$ cat src/rtl/cpu_ctrl_fsm_v2_pkg.sv
// Shared constants for the RISC control FSM: state codes, memory commands,
// register/writeback/PC selects, instruction opcodes and branch condition codes.
package cpu_ctrl_pkg;

  localparam int CTRL_STATE_W = 5;

  // State encoding (stable codes, also visible on dbg_state)
  localparam logic [4:0] S_RESET   = 5'd0;
  localparam logic [4:0] S_IF1     = 5'd1;
  localparam logic [4:0] S_IF_WAIT = 5'd2;
  localparam logic [4:0] S_IF2     = 5'd3;
  localparam logic [4:0] S_UPD_PC  = 5'd4;
  localparam logic [4:0] S_DECODE  = 5'd5;
  localparam logic [4:0] S_WR_IMM  = 5'd6;
  localparam logic [4:0] S_GET_A   = 5'd7;
  localparam logic [4:0] S_GET_BM  = 5'd8;   // load B from Rm
  localparam logic [4:0] S_GET_BD  = 5'd9;   // load B from Rd
  localparam logic [4:0] S_ALU     = 5'd10;  // C = A op B
  localparam logic [4:0] S_ALU_Z   = 5'd11;  // C = 0 op B (MOV shift, MVN)
  localparam logic [4:0] S_WR_RD   = 5'd12;
  localparam logic [4:0] S_CMP     = 5'd13;
  localparam logic [4:0] S_ADR     = 5'd14;
  localparam logic [4:0] S_LD_ADDR = 5'd15;
  localparam logic [4:0] S_RD_MEM  = 5'd16;
  localparam logic [4:0] S_WR_MEM  = 5'd17;
  localparam logic [4:0] S_PASS    = 5'd18;
  localparam logic [4:0] S_WR_RAM  = 5'd19;
  localparam logic [4:0] S_BR      = 5'd20;
  localparam logic [4:0] S_LINK    = 5'd21;
  localparam logic [4:0] S_JMP     = 5'd22;
  localparam logic [4:0] S_HALT    = 5'd23;

  localparam logic [1:0] M_NONE  = 2'b00;
  localparam logic [1:0] M_READ  = 2'b01;
  localparam logic [1:0] M_WRITE = 2'b10;

  localparam logic [2:0] NSEL_RN = 3'b001;
  localparam logic [2:0] NSEL_RD = 3'b010;
  localparam logic [2:0] NSEL_RM = 3'b100;

  localparam logic [1:0] VSEL_C     = 2'b00;
  localparam logic [1:0] VSEL_PC    = 2'b01;
  localparam logic [1:0] VSEL_IMM   = 2'b10;
  localparam logic [1:0] VSEL_MDATA = 2'b11;

  localparam logic [1:0] PCSEL_INC = 2'b00;
  localparam logic [1:0] PCSEL_BR  = 2'b01;
  localparam logic [1:0] PCSEL_REG = 2'b10;

  localparam logic [2:0] OPC_BR   = 3'b001;
  localparam logic [2:0] OPC_CALL = 3'b010;
  localparam logic [2:0] OPC_LDR  = 3'b011;
  localparam logic [2:0] OPC_STR  = 3'b100;
  localparam logic [2:0] OPC_ALU  = 3'b101;
  localparam logic [2:0] OPC_MOV  = 3'b110;
  localparam logic [2:0] OPC_HALT = 3'b111;

  localparam logic [1:0] OP_MOV_SH  = 2'b00;
  localparam logic [1:0] OP_MOV_IMM = 2'b10;
  localparam logic [1:0] OP_ADD     = 2'b00;
  localparam logic [1:0] OP_CMP     = 2'b01;
  localparam logic [1:0] OP_AND     = 2'b10;
  localparam logic [1:0] OP_MVN     = 2'b11;
  localparam logic [1:0] OP_MEM     = 2'b00;
  localparam logic [1:0] OP_B       = 2'b00;
  localparam logic [1:0] OP_BX      = 2'b00;
  localparam logic [1:0] OP_BLX     = 2'b10;
  localparam logic [1:0] OP_BL      = 2'b11;

  localparam logic [2:0] COND_AL = 3'b000;
  localparam logic [2:0] COND_EQ = 3'b001;
  localparam logic [2:0] COND_NE = 3'b010;
  localparam logic [2:0] COND_LT = 3'b011;
  localparam logic [2:0] COND_LE = 3'b100;

endpackage

$ cat src/rtl/cpu_ctrl_fsm_v2_if.sv
// Control bus between the FSM and the datapath/memory side.
// All signals are level controls held for whole cycles; there is no valid/ready
// handshake: the FSM drives Moore controls, the datapath samples them each edge.
interface cpu_ctrl_fsm_v2_if;
  logic [2:0] opcode;
  logic [1:0] op;
  logic [2:0] cond;
  logic       Z, N, V;
  logic [2:0] nsel;
  logic       loada, loadb, loadc, loads;
  logic       write;
  logic       asel, bsel;
  logic [1:0] vsel;
  logic       reset_pc, load_pc;
  logic [1:0] pc_sel;
  logic       addr_sel;
  logic       load_ir, load_addr;
  logic [1:0] mem_cmd;
  logic       halted;

  modport master (
    input  opcode, op, cond, Z, N, V,
    output nsel, loada, loadb, loadc, loads, write, asel, bsel, vsel,
           reset_pc, load_pc, pc_sel, addr_sel, load_ir, load_addr, mem_cmd, halted
  );

  modport slave (
    output opcode, op, cond, Z, N, V,
    input  nsel, loada, loadb, loadc, loads, write, asel, bsel, vsel,
           reset_pc, load_pc, pc_sel, addr_sel, load_ir, load_addr, mem_cmd, halted
  );
endinterface

$ cat src/rtl/cpu_ctrl_fsm_v2_cond_eval.sv
// Branch condition evaluator: (cond, Z, N, V) -> taken. Purely combinational.
module cpu_cond_eval
  import cpu_ctrl_pkg::*;
(
  input  logic [2:0] cond,
  input  logic       z,
  input  logic       n,
  input  logic       v,
  output logic       taken
);

  // Codes 101..111 are reserved and never taken
  always_comb begin
    taken = 1'b0;
    case (cond)
      COND_AL: taken = 1'b1;
      COND_EQ: taken = z;
      COND_NE: taken = ~z;
      COND_LT: taken = n ^ v;
      COND_LE: taken = (n ^ v) | z;
      default: taken = 1'b0;
    endcase
  end

endmodule

$ cat src/rtl/cpu_ctrl_fsm_v2.sv
// Control FSM for the RISC machine: fetch/decode/execute for MOV, ALU, LDR,
// STR, HALT, conditional branch, BL, BX, BLX. RAM reads wait MEM_LAT extra cycles.
// Optional build macro CTRL_TRAP_EN: unlisted instructions halt and raise trap;
// without it they behave as NOPs and the trap port does not exist.
module cpu_ctrl_fsm_v2
  import cpu_ctrl_pkg::*;
#(
  parameter int MEM_LAT = 1,
  parameter int STATE_W = 5
) (
  input  logic               clk,
  input  logic               reset,
  cpu_ctrl_fsm_v2_if.master  bus,
  output logic [STATE_W-1:0] dbg_state
`ifdef CTRL_TRAP_EN
  ,
  output logic               trap
`endif
);

  localparam int CNT_W = (MEM_LAT > 0) ? $clog2(MEM_LAT + 1) : 1;

  logic [4:0]       state, state_nx;
  logic [CNT_W-1:0] cnt;
  logic             cond_true, is_bl, br_taken;
  logic [4:0]       ir_code;

  assign ir_code  = {bus.opcode, bus.op};
  assign is_bl    = (bus.opcode == OPC_CALL) && (bus.op == OP_BL);
  // BL reuses BR with the branch forced taken
  assign br_taken = cond_true | is_bl;

  cpu_cond_eval u_cond (
    .cond  (bus.cond),
    .z     (bus.Z),
    .n     (bus.N),
    .v     (bus.V),
    .taken (cond_true)
  );

  // State register; reset forces RESET immediately
  always_ff @(posedge clk or posedge reset) begin
    if (reset) state <= S_RESET;
    else       state <= state_nx;
  end

  // Wait counter: loaded on IF1 / LD_ADDR, counts down through IF_WAIT / RD_MEM
  always_ff @(posedge clk or posedge reset) begin
    if (reset)                                    cnt <= '0;
    else if (state == S_IF1 || state == S_LD_ADDR) cnt <= CNT_W'(MEM_LAT);
    else if ((state == S_IF_WAIT || state == S_RD_MEM) && cnt != '0)
                                                  cnt <= cnt - 1'b1;
  end

  // Next-state: IR fields are stable from DECODE until the next fetch
  always_comb begin
    state_nx = state;
    case (state)
      S_RESET:   state_nx = S_IF1;
      S_IF1:     state_nx = (MEM_LAT == 0) ? S_IF2 : S_IF_WAIT;
      S_IF_WAIT: state_nx = (cnt <= CNT_W'(1)) ? S_IF2 : S_IF_WAIT;
      S_IF2:     state_nx = S_UPD_PC;
      S_UPD_PC:  state_nx = S_DECODE;
      S_DECODE: begin
        case (ir_code)
          {OPC_MOV, OP_MOV_IMM}: state_nx = S_WR_IMM;
          {OPC_MOV, OP_MOV_SH}:  state_nx = S_GET_BM;
          {OPC_ALU, OP_ADD},
          {OPC_ALU, OP_AND},
          {OPC_ALU, OP_CMP},
          {OPC_LDR, OP_MEM},
          {OPC_STR, OP_MEM}:     state_nx = S_GET_A;
          {OPC_ALU, OP_MVN}:     state_nx = S_GET_BM;
          {OPC_BR,  OP_B}:       state_nx = S_BR;
          {OPC_CALL, OP_BL},
          {OPC_CALL, OP_BLX}:    state_nx = S_LINK;
          {OPC_CALL, OP_BX}:     state_nx = S_GET_BD;
          {OPC_HALT, 2'b00},
          {OPC_HALT, 2'b01},
          {OPC_HALT, 2'b10},
          {OPC_HALT, 2'b11}:     state_nx = S_HALT;
`ifdef CTRL_TRAP_EN
          default:               state_nx = S_HALT;
`else
          default:               state_nx = S_IF1;
`endif
        endcase
      end
      S_GET_A:   state_nx = (bus.opcode == OPC_LDR || bus.opcode == OPC_STR) ? S_ADR : S_GET_BM;
      S_GET_BM: begin
        if (bus.op == OP_CMP && bus.opcode == OPC_ALU)                          state_nx = S_CMP;
        else if (bus.opcode == OPC_ALU && (bus.op == OP_ADD || bus.op == OP_AND)) state_nx = S_ALU;
        else                                                                    state_nx = S_ALU_Z;
      end
      S_GET_BD:  state_nx = S_PASS;
      S_ALU:     state_nx = S_WR_RD;
      S_ALU_Z:   state_nx = S_WR_RD;
      S_WR_RD:   state_nx = S_IF1;
      S_CMP:     state_nx = S_IF1;
      S_ADR:     state_nx = S_LD_ADDR;
      S_LD_ADDR: state_nx = (bus.opcode == OPC_LDR) ? S_RD_MEM : S_GET_BD;
      S_RD_MEM:  state_nx = (cnt == '0) ? S_WR_MEM : S_RD_MEM;
      S_WR_MEM:  state_nx = S_IF1;
      S_PASS:    state_nx = (bus.opcode == OPC_STR) ? S_WR_RAM : S_JMP;
      S_WR_RAM:  state_nx = S_IF1;
      S_WR_IMM:  state_nx = S_IF1;
      S_BR:      state_nx = S_IF1;
      // LINK precedes the Rd read, so BLX R7 jumps to the fresh link value
      S_LINK:    state_nx = is_bl ? S_BR : S_GET_BD;
      S_JMP:     state_nx = S_IF1;
      S_HALT:    state_nx = S_HALT;
      default:   state_nx = S_RESET;
    endcase
  end

  // Moore output decode; BR alone also looks at the live flags
  always_comb begin
    bus.nsel      = 3'b000;
    bus.loada     = 1'b0;
    bus.loadb     = 1'b0;
    bus.loadc     = 1'b0;
    bus.loads     = 1'b0;
    bus.write     = 1'b0;
    bus.asel      = 1'b0;
    bus.bsel      = 1'b0;
    bus.vsel      = VSEL_C;
    bus.reset_pc  = 1'b0;
    bus.load_pc   = 1'b0;
    bus.pc_sel    = PCSEL_INC;
    bus.addr_sel  = 1'b0;
    bus.load_ir   = 1'b0;
    bus.load_addr = 1'b0;
    bus.mem_cmd   = M_NONE;
    bus.halted    = 1'b0;
    case (state)
      S_RESET:   begin bus.reset_pc = 1'b1; bus.load_pc = 1'b1; end
      S_IF1,
      S_IF_WAIT: begin bus.addr_sel = 1'b1; bus.mem_cmd = M_READ; end
      S_IF2:     begin bus.addr_sel = 1'b1; bus.mem_cmd = M_READ; bus.load_ir = 1'b1; end
      S_UPD_PC:  begin bus.load_pc = 1'b1; bus.pc_sel = PCSEL_INC; end
      S_WR_IMM:  begin bus.nsel = NSEL_RN; bus.vsel = VSEL_IMM; bus.write = 1'b1; end
      S_GET_A:   begin bus.nsel = NSEL_RN; bus.loada = 1'b1; end
      S_GET_BM:  begin bus.nsel = NSEL_RM; bus.loadb = 1'b1; end
      S_GET_BD:  begin bus.nsel = NSEL_RD; bus.loadb = 1'b1; end
      S_ALU:     bus.loadc = 1'b1;
      S_ALU_Z,
      S_PASS:    begin bus.asel = 1'b1; bus.loadc = 1'b1; end
      S_WR_RD:   begin bus.nsel = NSEL_RD; bus.vsel = VSEL_C; bus.write = 1'b1; end
      S_CMP:     bus.loads = 1'b1;
      S_ADR:     begin bus.bsel = 1'b1; bus.loadc = 1'b1; end
      S_LD_ADDR: bus.load_addr = 1'b1;
      S_RD_MEM:  bus.mem_cmd = M_READ;
      S_WR_MEM:  begin bus.nsel = NSEL_RD; bus.vsel = VSEL_MDATA; bus.write = 1'b1; bus.mem_cmd = M_READ; end
      S_WR_RAM:  bus.mem_cmd = M_WRITE;
      S_BR:      if (br_taken) begin bus.load_pc = 1'b1; bus.pc_sel = PCSEL_BR; end
      S_LINK:    begin bus.nsel = NSEL_RN; bus.vsel = VSEL_PC; bus.write = 1'b1; end
      S_JMP:     begin bus.load_pc = 1'b1; bus.pc_sel = PCSEL_REG; end
      S_HALT:    bus.halted = 1'b1;
      default:   ;
    endcase
  end

  assign dbg_state = STATE_W'(state);

`ifdef CTRL_TRAP_EN
  // Trap latches when DECODE halts on an unlisted code; only reset clears it
  always_ff @(posedge clk or posedge reset) begin
    if (reset)
      trap <= 1'b0;
    else if (state == S_DECODE && state_nx == S_HALT && bus.opcode != OPC_HALT)
      trap <= 1'b1;
  end
`endif

endmodule
$ cat src/flat_wrapper.sv
// flat-port wrapper written by rule: the top's interface ports become plain ports
module cpu_ctrl_fsm_v2_flat import cpu_ctrl_pkg::*;
#(
  parameter int MEM_LAT = 1,
  parameter int STATE_W = 5
)
  (clk, reset, dbg_state, bus_opcode, bus_op, bus_cond, bus_Z, bus_N, bus_V, bus_nsel, bus_loada, bus_loadb, bus_loadc, bus_loads, bus_write, bus_asel, bus_bsel, bus_vsel, bus_reset_pc, bus_load_pc, bus_pc_sel, bus_addr_sel, bus_load_ir, bus_load_addr, bus_mem_cmd, bus_halted);
  cpu_ctrl_fsm_v2_if bus_i ();
  input  logic clk;
  input  logic reset;
  output logic [STATE_W-1:0] dbg_state;
  input wire logic [$bits(bus_i.opcode)-1:0] bus_opcode;
  input wire logic [$bits(bus_i.op)-1:0] bus_op;
  input wire logic [$bits(bus_i.cond)-1:0] bus_cond;
  input wire logic [$bits(bus_i.Z)-1:0] bus_Z;
  input wire logic [$bits(bus_i.N)-1:0] bus_N;
  input wire logic [$bits(bus_i.V)-1:0] bus_V;
  output wire logic [$bits(bus_i.nsel)-1:0] bus_nsel;
  output wire logic [$bits(bus_i.loada)-1:0] bus_loada;
  output wire logic [$bits(bus_i.loadb)-1:0] bus_loadb;
  output wire logic [$bits(bus_i.loadc)-1:0] bus_loadc;
  output wire logic [$bits(bus_i.loads)-1:0] bus_loads;
  output wire logic [$bits(bus_i.write)-1:0] bus_write;
  output wire logic [$bits(bus_i.asel)-1:0] bus_asel;
  output wire logic [$bits(bus_i.bsel)-1:0] bus_bsel;
  output wire logic [$bits(bus_i.vsel)-1:0] bus_vsel;
  output wire logic [$bits(bus_i.reset_pc)-1:0] bus_reset_pc;
  output wire logic [$bits(bus_i.load_pc)-1:0] bus_load_pc;
  output wire logic [$bits(bus_i.pc_sel)-1:0] bus_pc_sel;
  output wire logic [$bits(bus_i.addr_sel)-1:0] bus_addr_sel;
  output wire logic [$bits(bus_i.load_ir)-1:0] bus_load_ir;
  output wire logic [$bits(bus_i.load_addr)-1:0] bus_load_addr;
  output wire logic [$bits(bus_i.mem_cmd)-1:0] bus_mem_cmd;
  output wire logic [$bits(bus_i.halted)-1:0] bus_halted;
  assign bus_i.opcode = bus_opcode;
  assign bus_i.op = bus_op;
  assign bus_i.cond = bus_cond;
  assign bus_i.Z = bus_Z;
  assign bus_i.N = bus_N;
  assign bus_i.V = bus_V;
  assign bus_nsel = bus_i.nsel;
  assign bus_loada = bus_i.loada;
  assign bus_loadb = bus_i.loadb;
  assign bus_loadc = bus_i.loadc;
  assign bus_loads = bus_i.loads;
  assign bus_write = bus_i.write;
  assign bus_asel = bus_i.asel;
  assign bus_bsel = bus_i.bsel;
  assign bus_vsel = bus_i.vsel;
  assign bus_reset_pc = bus_i.reset_pc;
  assign bus_load_pc = bus_i.load_pc;
  assign bus_pc_sel = bus_i.pc_sel;
  assign bus_addr_sel = bus_i.addr_sel;
  assign bus_load_ir = bus_i.load_ir;
  assign bus_load_addr = bus_i.load_addr;
  assign bus_mem_cmd = bus_i.mem_cmd;
  assign bus_halted = bus_i.halted;
  cpu_ctrl_fsm_v2 #(.MEM_LAT(MEM_LAT), .STATE_W(STATE_W)) u_core (.clk(clk), .reset(reset), .bus(bus_i), .dbg_state(dbg_state));
endmodule
$ cat config.mk
export PLATFORM = sky130hd
export DESIGN_NAME = cpu_ctrl_fsm_v2_flat
export DESIGN_NICKNAME = d
export VERILOG_FILES = /design/src/rtl/cpu_ctrl_fsm_v2_pkg.sv /design/src/rtl/cpu_ctrl_fsm_v2_if.sv /design/src/rtl/cpu_ctrl_fsm_v2_cond_eval.sv /design/src/rtl/cpu_ctrl_fsm_v2.sv /design/src/flat_wrapper.sv
export SDC_FILE = /design/constraint.sdc
export NUM_CORES = 1
export LEC_CHECK = 0
export ABC_AREA = 1
export CORE_ASPECT_RATIO = 0.75
export CORE_MARGIN = 2
export CORE_UTILIZATION = 35
export CTS_BUF_LIST = sky130_fd_sc_hd__clkbuf_8
export DETAILED_ROUTE_END_ITERATION = 6
export PLACE_DENSITY = 0.7
export SLEW_MARGIN = 20
export SYNTH_ARGS = -nofsm -noshare
export SYNTH_HDL_FRONTEND = slang
export SYNTH_SLANG_ARGS = --single-unit
$ cat constraint.sdc
create_clock -name clk -period 2.7 [get_ports clk]
set_clock_uncertainty 0.05 [all_clocks]
set_input_delay 0.54 -clock clk [delete_from_list [all_inputs] [get_ports clk]]
set_output_delay 0.54 -clock clk [all_outputs]
set_load 0.01 [all_outputs]
### Word level (Yosys, flattened, before mapping)

Memory sizes are Yosys's and may differ from the RTL's.
Index checks and enable logic that the tools add are counted.

| cells by class | value |
|---|---|
| add/sub/neg operators | 1 |
| magnitude comparators | 1 |
| eq/ne operators | 34 |
| multiplexer cells | 31 |
| bitwise operators | 4 |
| reduce and logical (&&, ||, !) cells | 23 |

Operator list:

| cell | number |
|---|---|
| $pmux W5 S16 | 1 |
| $eq A5 B4 Y1 const B | 8 |
| $eq A5 B5 Y1 const B | 8 |
| $eq A5 B3 Y1 const B | 4 |
| $mux W1 | 19 |
| $mux W5 | 3 |
| $eq A3 B2 Y1 const B | 4 |
| $reduce_or A3 Y1 | 4 |
| $eq A5 B2 Y1 const B | 2 |
| $eq A3 B3 Y1 const B | 3 |
| $pmux W3 S3 | 1 |
| $pmux W2 S2 | 2 |
| $reduce_or A4 Y1 | 2 |
| $reduce_or A8 Y1 | 1 |
| $mux W3 | 2 |
| $pmux W2 S3 | 1 |
| $reduce_or A2 Y1 | 3 |
| $eq A5 B1 Y1 const B | 1 |
| $logic_not A5 Y1 | 1 |
| $pmux W1 S5 | 1 |
| $reduce_or A5 Y1 | 1 |
| $eq A2 B2 Y1 const B | 2 |
| $logic_and A1 B1 Y1 | 4 |
| $logic_or A1 B1 Y1 | 4 |
| 11 further kinds | 12 |

| storage, ports and cells | value |
|---|---|
| flip-flop bits (word level) | 6 |
| ROM bits | 160 |
| output and inout bits | 27 |
| memories | 1 |

Memories:

| name | words | bits a word | rd ports | clocked after memory_dff | wr ports | RTL line | text |
|---|---|---|---|---|---|---|---|
| (no name shown) | 32 | 5 | 1 | 0 | 0 | cpu_ctrl_fsm_v2.sv:65 | `case (ir_code)` |

### Depth between registers and ports, before layout

| depth | value |
|---|---|
| depth after elaboration | 6 |
| gate-level depth with buffers | 10 |
| depth with buffers taken out | 9 |

### By module

From an unflattened synthesis, not the netlist that was laid out.

| second synthesis, totals | value |
|---|---|
| cell total of the unflattened synthesis | 196 |
| area, all modules | 996.0 um2 |

By module, submodules not included:

| module | instances | cells an instance | area an instance (um2) |
|---|---|---|---|
| cpu_ctrl_fsm_v2 | 1 | 177 | 922.1 |
| cpu_cond_eval | 1 | 19 | 73.8 |

### Worst setup path before layout

No wires, ideal clock.

| timing path | value |
|---|---|
| path kind | register -> output |
| start point | register u_core.state[1] (netlist: u_core.dbg_state[1]) |
| end point | output bus_loadb |
| arrival | 1,191 ps |
| path slack | 919 ps |
| cell stages (with the launch flop) | 7 |
| path buffers | 1 |
| cell sequence | dfrtp_1 buf_6 nor2_1 nand2_2 nor2_4 inv_1 nand2_1 |

| on the way | value |
|---|---|
| word-level cells in the longest chain between the ends | 3 |
| elaborated cells on any way between the ends | 4 |
| classes of those cells | eq/ne (2); mux (1); reduce/logical (1) |

Ends and longest elaborated chain:

| element | RTL line | text |
|---|---|---|
| start: declaration | cpu_ctrl_fsm_v2.sv:23 | `logic [4:0] state, state_nx;` |
| start signal: assignment | cpu_ctrl_fsm_v2.sv:44 | `else state <= state_nx;` |
| $eq A5 B4 Y1 | cpu_ctrl_fsm_v2.sv:135 | `case (state)` |
| $reduce_or A2 Y1 (no line) (*) | -- |  |
| $mux W1 (*) | cpu_ctrl_fsm_v2.sv:135 |  |
| end: declaration | flat_wrapper.sv:20 | `output wire logic [$bits(bus_i.loadb)-1:0] bus_loadb;` |

Mark *: on every way between the ends. The rest lies on a longest branch, timed or not.

### Worst setup path after layout

| timing path | value |
|---|---|
| start point | register u_core.state[1] (netlist: u_core.dbg_state[1]) |
| end point | output bus_asel |

| on the way | value |
|---|---|
| word-level cells in the longest chain between the ends | 3 |
| elaborated cells on any way between the ends | 4 |
| classes of those cells | eq/ne (2); mux (1); reduce/logical (1) |

Ends and longest elaborated chain:

| element | RTL line | text |
|---|---|---|
| $eq A5 B4 Y1 / $eq A5 B5 Y1 (equally long branches) | cpu_ctrl_fsm_v2.sv:135 |  |
| $reduce_or A2 Y1 (*) | cpu_ctrl_fsm_v2.sv:135 |  |
| $mux W1 (*) | cpu_ctrl_fsm_v2.sv:135 |  |
| end: declaration | flat_wrapper.sv:24 | `output wire logic [$bits(bus_i.asel)-1:0] bus_asel;` |

Marks and branches as above.

==> results by stage <==
Drt:
- For this run, the detailed router's first-pass iteration total came to 4.
- The DRC violation total after the first TritonRoute iteration is between 70 and 80.
- After detailed routing, the average wire length per cell comes to 11.11 microns.
- For this block, the routed nets add up to 3221 microns of wire.
- The routed layout has 1394 vias.
- The number of nets with antenna violations after routing is 0.
- The via density per instance is 4.807.
- The DRC violations left is 0.

Yosys:
- In the synthesized netlist the async set-or-reset flop fraction comes to 1.000.
- The distinct cell type count after synthesis is 17.
- The synthesized netlist net count is roughly 220.
- The instance count of the mapped netlist is 204.
- The most repeated cell in the gate-level netlist after synthesis is sky130_fd_sc_hd__nand2_1.
- In the post-synthesis netlist, the biggest area contributors are sky130_fd_sc_hd__nand2_1 23%, sky130_fd_sc_hd__dfrtp_1 15%, sky130_fd_sc_hd__nor2_1 14%, sky130_fd_sc_hd__nand3_1 14%, sky130_fd_sc_hd__inv_1 14%.
- The cell area after technology mapping is 0.001023 sq mm.
- The most used flip-flop cell after synthesis is sky130_fd_sc_hd__dfrtp_1.
- After synthesis, the mean cell area works out to 5.017 sq um.
- The count of yosys warnings during synthesis is 0.
- After synthesis the netlist holds a flip-flop and latch count of 6.
- The largest area contributor in the netlist is sky130_fd_sc_hd__nand2_1.
- In this run, synthesis inferred 0 flip-flops with an integrated enable.
- The share of synthesized area in the top cell type comes to 0.2311.
- The commonest cells after synthesis are 63 x sky130_fd_sc_hd__nand2_1, 39 x sky130_fd_sc_hd__nor2_1, 37 x sky130_fd_sc_hd__inv_1, 28 x sky130_fd_sc_hd__nand3_1, 7 x sky130_fd_sc_hd__o21ai_0.
- For this run, the register share of the synthesized area comes to 0.1467.

GRT:
- For this run the aggregate overflow at the end of global routing stands at 0.
- For met3 alone, demand over resource in global routing was 0.01322.
- The met2 demand-to-capacity share in global routing is 0.2933.
- The first global-routing pass estimated 5278 microns of wire.
- met1 is the most crowded layer.
- Entering global routing, the biggest net connects 12 pins.
- The routing usage on met1 is 0.3139.
- The global-route usage over all layers is 0.1986.
- The initial antenna violation count is 0.
- The via count of the first global-routing pass is roughly 1200.

Clock network:
- The clock transition at the registers of the reported paths is 0.04 ns.
- Buffers inserted to repair hold after CTS numbered 0.
- In this run the number of H-tree levels came out at 1.
- The clock latency reported for the late side of the worst-skew pair is approximately 0.22 ns.
- The number of buffers on the longest clock path is 2.
- TritonCTS built the clock tree.
- The clock tree root driver cell is sky130_fd_sc_hd__clkbuf_8.
- The number of sinks handled by clock tree synthesis is 6.
- TritonCTS created 3 clock buffers.

Critical path:
- In this run the critical register-to-register path is captured at u_core.dbg_state[2]$_DFF_PP0_.
- Traced cell by cell, the critical path runs through inv_1, nor2_1, nand3_1, o21ai_0, clkdlybuf4s50_1.
- The arrival time at the worst endpoint is roughly 2.0 ns.
- The reg-to-reg startpoint is u_core.dbg_state[1]$_DFF_PP0_.
- The cell family contributing the most delay on the critical path is buffers and inverters.
- Measured in cells, the most critical reg-to-reg path has a length of 6.
- The critical path data required time is 2.11 ns.
- The kind of end point of the critical path is a primary output.
- The peak fanout along the critical path is 6.
- The setup path with the least slack is of type flip-flop to primary output.
- The startpoint type of the worst setup path is a flip-flop.
- On the critical path, the stage with the largest delay is an instance of sky130_fd_sc_hd__clkdlybuf4s50_1.
- In this run the register-to-register setup slack is roughly 1.1 ns.
- The number of buffers and inverters on the critical path is 2.
- On the worst path, the slowest cell contributes a delay of 0.57 ns.

STA:
- The number of max-slew violations in the final report is 0.
- Adding up every negative setup slack in the final design gives 0 ns.
- The final hold violation count is 0.
- The worst slew slack as a fraction of its limit is 0.7486.
- After layout, the minimum clock period comes to 2.602 ns.
- For the pin with the worst max-slew slack, the measured transition is roughly 0.38 ns.
- Of the available clock period, the critical path in the final layout requires 0.9637.
- Based on the critical path, the design can be clocked at up to roughly 380 MHz.
- Setup repair after global routing left no endpoint under its margin.
- The total of endpoints with negative setup slack in the final report is 0.

Place:
- After detailed placement, the total cell area comes to roughly 0.0015 sq mm.
- The count of port buffers added during placement is 39.
- The routability congestion estimate is 0.9312.
- The total placed cells including tap cells is 286.
- The post-detailed-placement half-perimeter wirelength is 2606 microns.

Layout:
- Summing all flip-flop and latch instances after layout gives 150.1 sq um.
- The number of non-filler instances in the completed layout is 290.
- The area growth from synthesis to layout is 54.28%.
- After filler insertion, the fill cell instance count of the layout stands at 281.
- The final instance area is around 0.0016 sq mm.
- The net count of the finished layout is roughly 270.
- The antenna cell count is 0.
- In the final layout, the multi-input gates occupy 710.7 sq um.
- The proportion of layout cells with a drive suffix above 1 is 0.09843.

Status:
- The flow ran to the end, and the final reports show no timing, DRC or antenna violations.

Floorplan:
- The number of placement rows is 16.
- The die is ~66 microns wide.
- The initial utilization of the core area, before any placement, comes to 0.3787.
- The die height is approximately 51 microns.
- The core region is 0.002703 sq mm.
- The die covers 0.003377 sq mm.
- The number of top-level design ports is 40.

Power and ir drop:
- The power density over the cells is 840.8 mW/mm^2.
- The worst IR drop on VDD is between 500 and 600 uV.
- The analysis attributes to cell leakage a power of 0.9068 nW.

Hold path:
- The source of the worst hold timing path is u_core.cnt$_DFFE_PP0P_.
- The sink of the worst hold path is u_core.cnt$_DFFE_PP0P_.
- Along the worst hold path, the cell count comes to 2.
- In this run the worst hold path is classified as flip-flop to flip-flop.

Flow run:
- The number of max-cap violations is 0.
==> tightest hold or removal path, delay by kind of cell (launching register included) <==
kind	cells	cell delay [ns]
simple gates	2	0.13
flops	1	0.33
==> report_power, final <==
group | total [mW] | internal (mW) | leakage, nW | switching (mW)
clock | 0.130 | 0.0954 | 0.0216 | 0.0343
sequential | 0.196 | 0.132 | 0.0754 | 0.0638
combinational | 1.00 | 0.452 | 0.810 | 0.550
==> layout make-up <==
| cell class | instances | area share |
|---|---|---|
| multi-input combinational | 156 | 0.4501 |
| inverter | 37 | 0.08796 |
| timing repair buffer | 52 | 0.3122 |
| clock buffer | 3 | 0.02615 |
| sequential | 6 | 0.09509 |
| tap | 36 | 0.02853 |
==> placed cells by master, fill, tap and decap left out, drive strengths merged <==
cell           count
nor3               1
dlymetal6s2s       2
nand4              6
buf               13
clkdlybuf4s50     37
clkbuf             3
nand3             28
o21ai              7
inv               37
nor2              43
xnor2              1
o211ai             1
a21oi              1
nand2             66
o22ai              2
dfrtp              6
==> worst max-delay path by stage <==
| stage | from | to | slack (ns) | cells after the start |
|---|---|---|---|---|
| finish | u_core.dbg_state[1]$_DFF_PP0_ | bus_asel | 0.1 | 5 |
| global route | u_core.dbg_state[2]$_DFF_PP0_ | bus_mem_cmd[0] | 0.005 | 6 |
| CTS | bus_opcode[1] | bus_load_pc | 0.02 | 8 |
| detailed placement | bus_opcode[1] | bus_load_pc | -0.09 | 8 |
| global placement | bus_opcode[1] | bus_load_pc | -0.06 | 8 |
| floorplan | u_core.dbg_state[1]$_DFF_PP0_ | bus_loadb | 0.92 | 6 |
==> through the flow <==
step | hold slack [ns] | worst slack [ns] | util | power, mW
final | 0.4568 | 0.09799 | 0.5843 | 1.328
after global routing | 0.4824 | 0.004556 | 0.5843 | 1.441
after CTS | 0.4620 | 0.02394 | 0.5778 | 1.314
after detailed placement | 0.4558 | -0.08799 | 0.5597 | 1.175
after global placement | 0.4438 | -0.05909 | 0.5597 | 1.179
after floorplan | 0.2810 | 0.9187 | - | 0.7581
==> state kept, by name (all words and copies together), names as in the netlist <==
name and flops:
u_core.cnt 1, u_core.dbg_state 5
==> cells by family (layout without fill, tap and decap cells) <==
family | after synthesis | in the layout | share of synthesized area
flops | 6 | 6 | 0.1467
compound gates | 11 | 11 | 0.05867
simple gates | 144 | 144 | 0.6149
buf+inv | 42 | 92 | 0.1711
xor+xnor | 1 | 1 | 0.008559
==> timing repair <==
action,CTS,global route
pin swaps,0,1
setup endpoints to repair,2,3
setup buffers,0,1
gates resized for setup,2,3
cloned,0,0
==> per-layer routing <==
metal | share of wire | up-vias
met5 | 0 | -
met4 | 0 | 0
met3 | 0.083 | 0
met2 | 0.43 | 55
met1 | 0.49 | 608
li1 | - | 731
(Power assumes the default switching activity.)
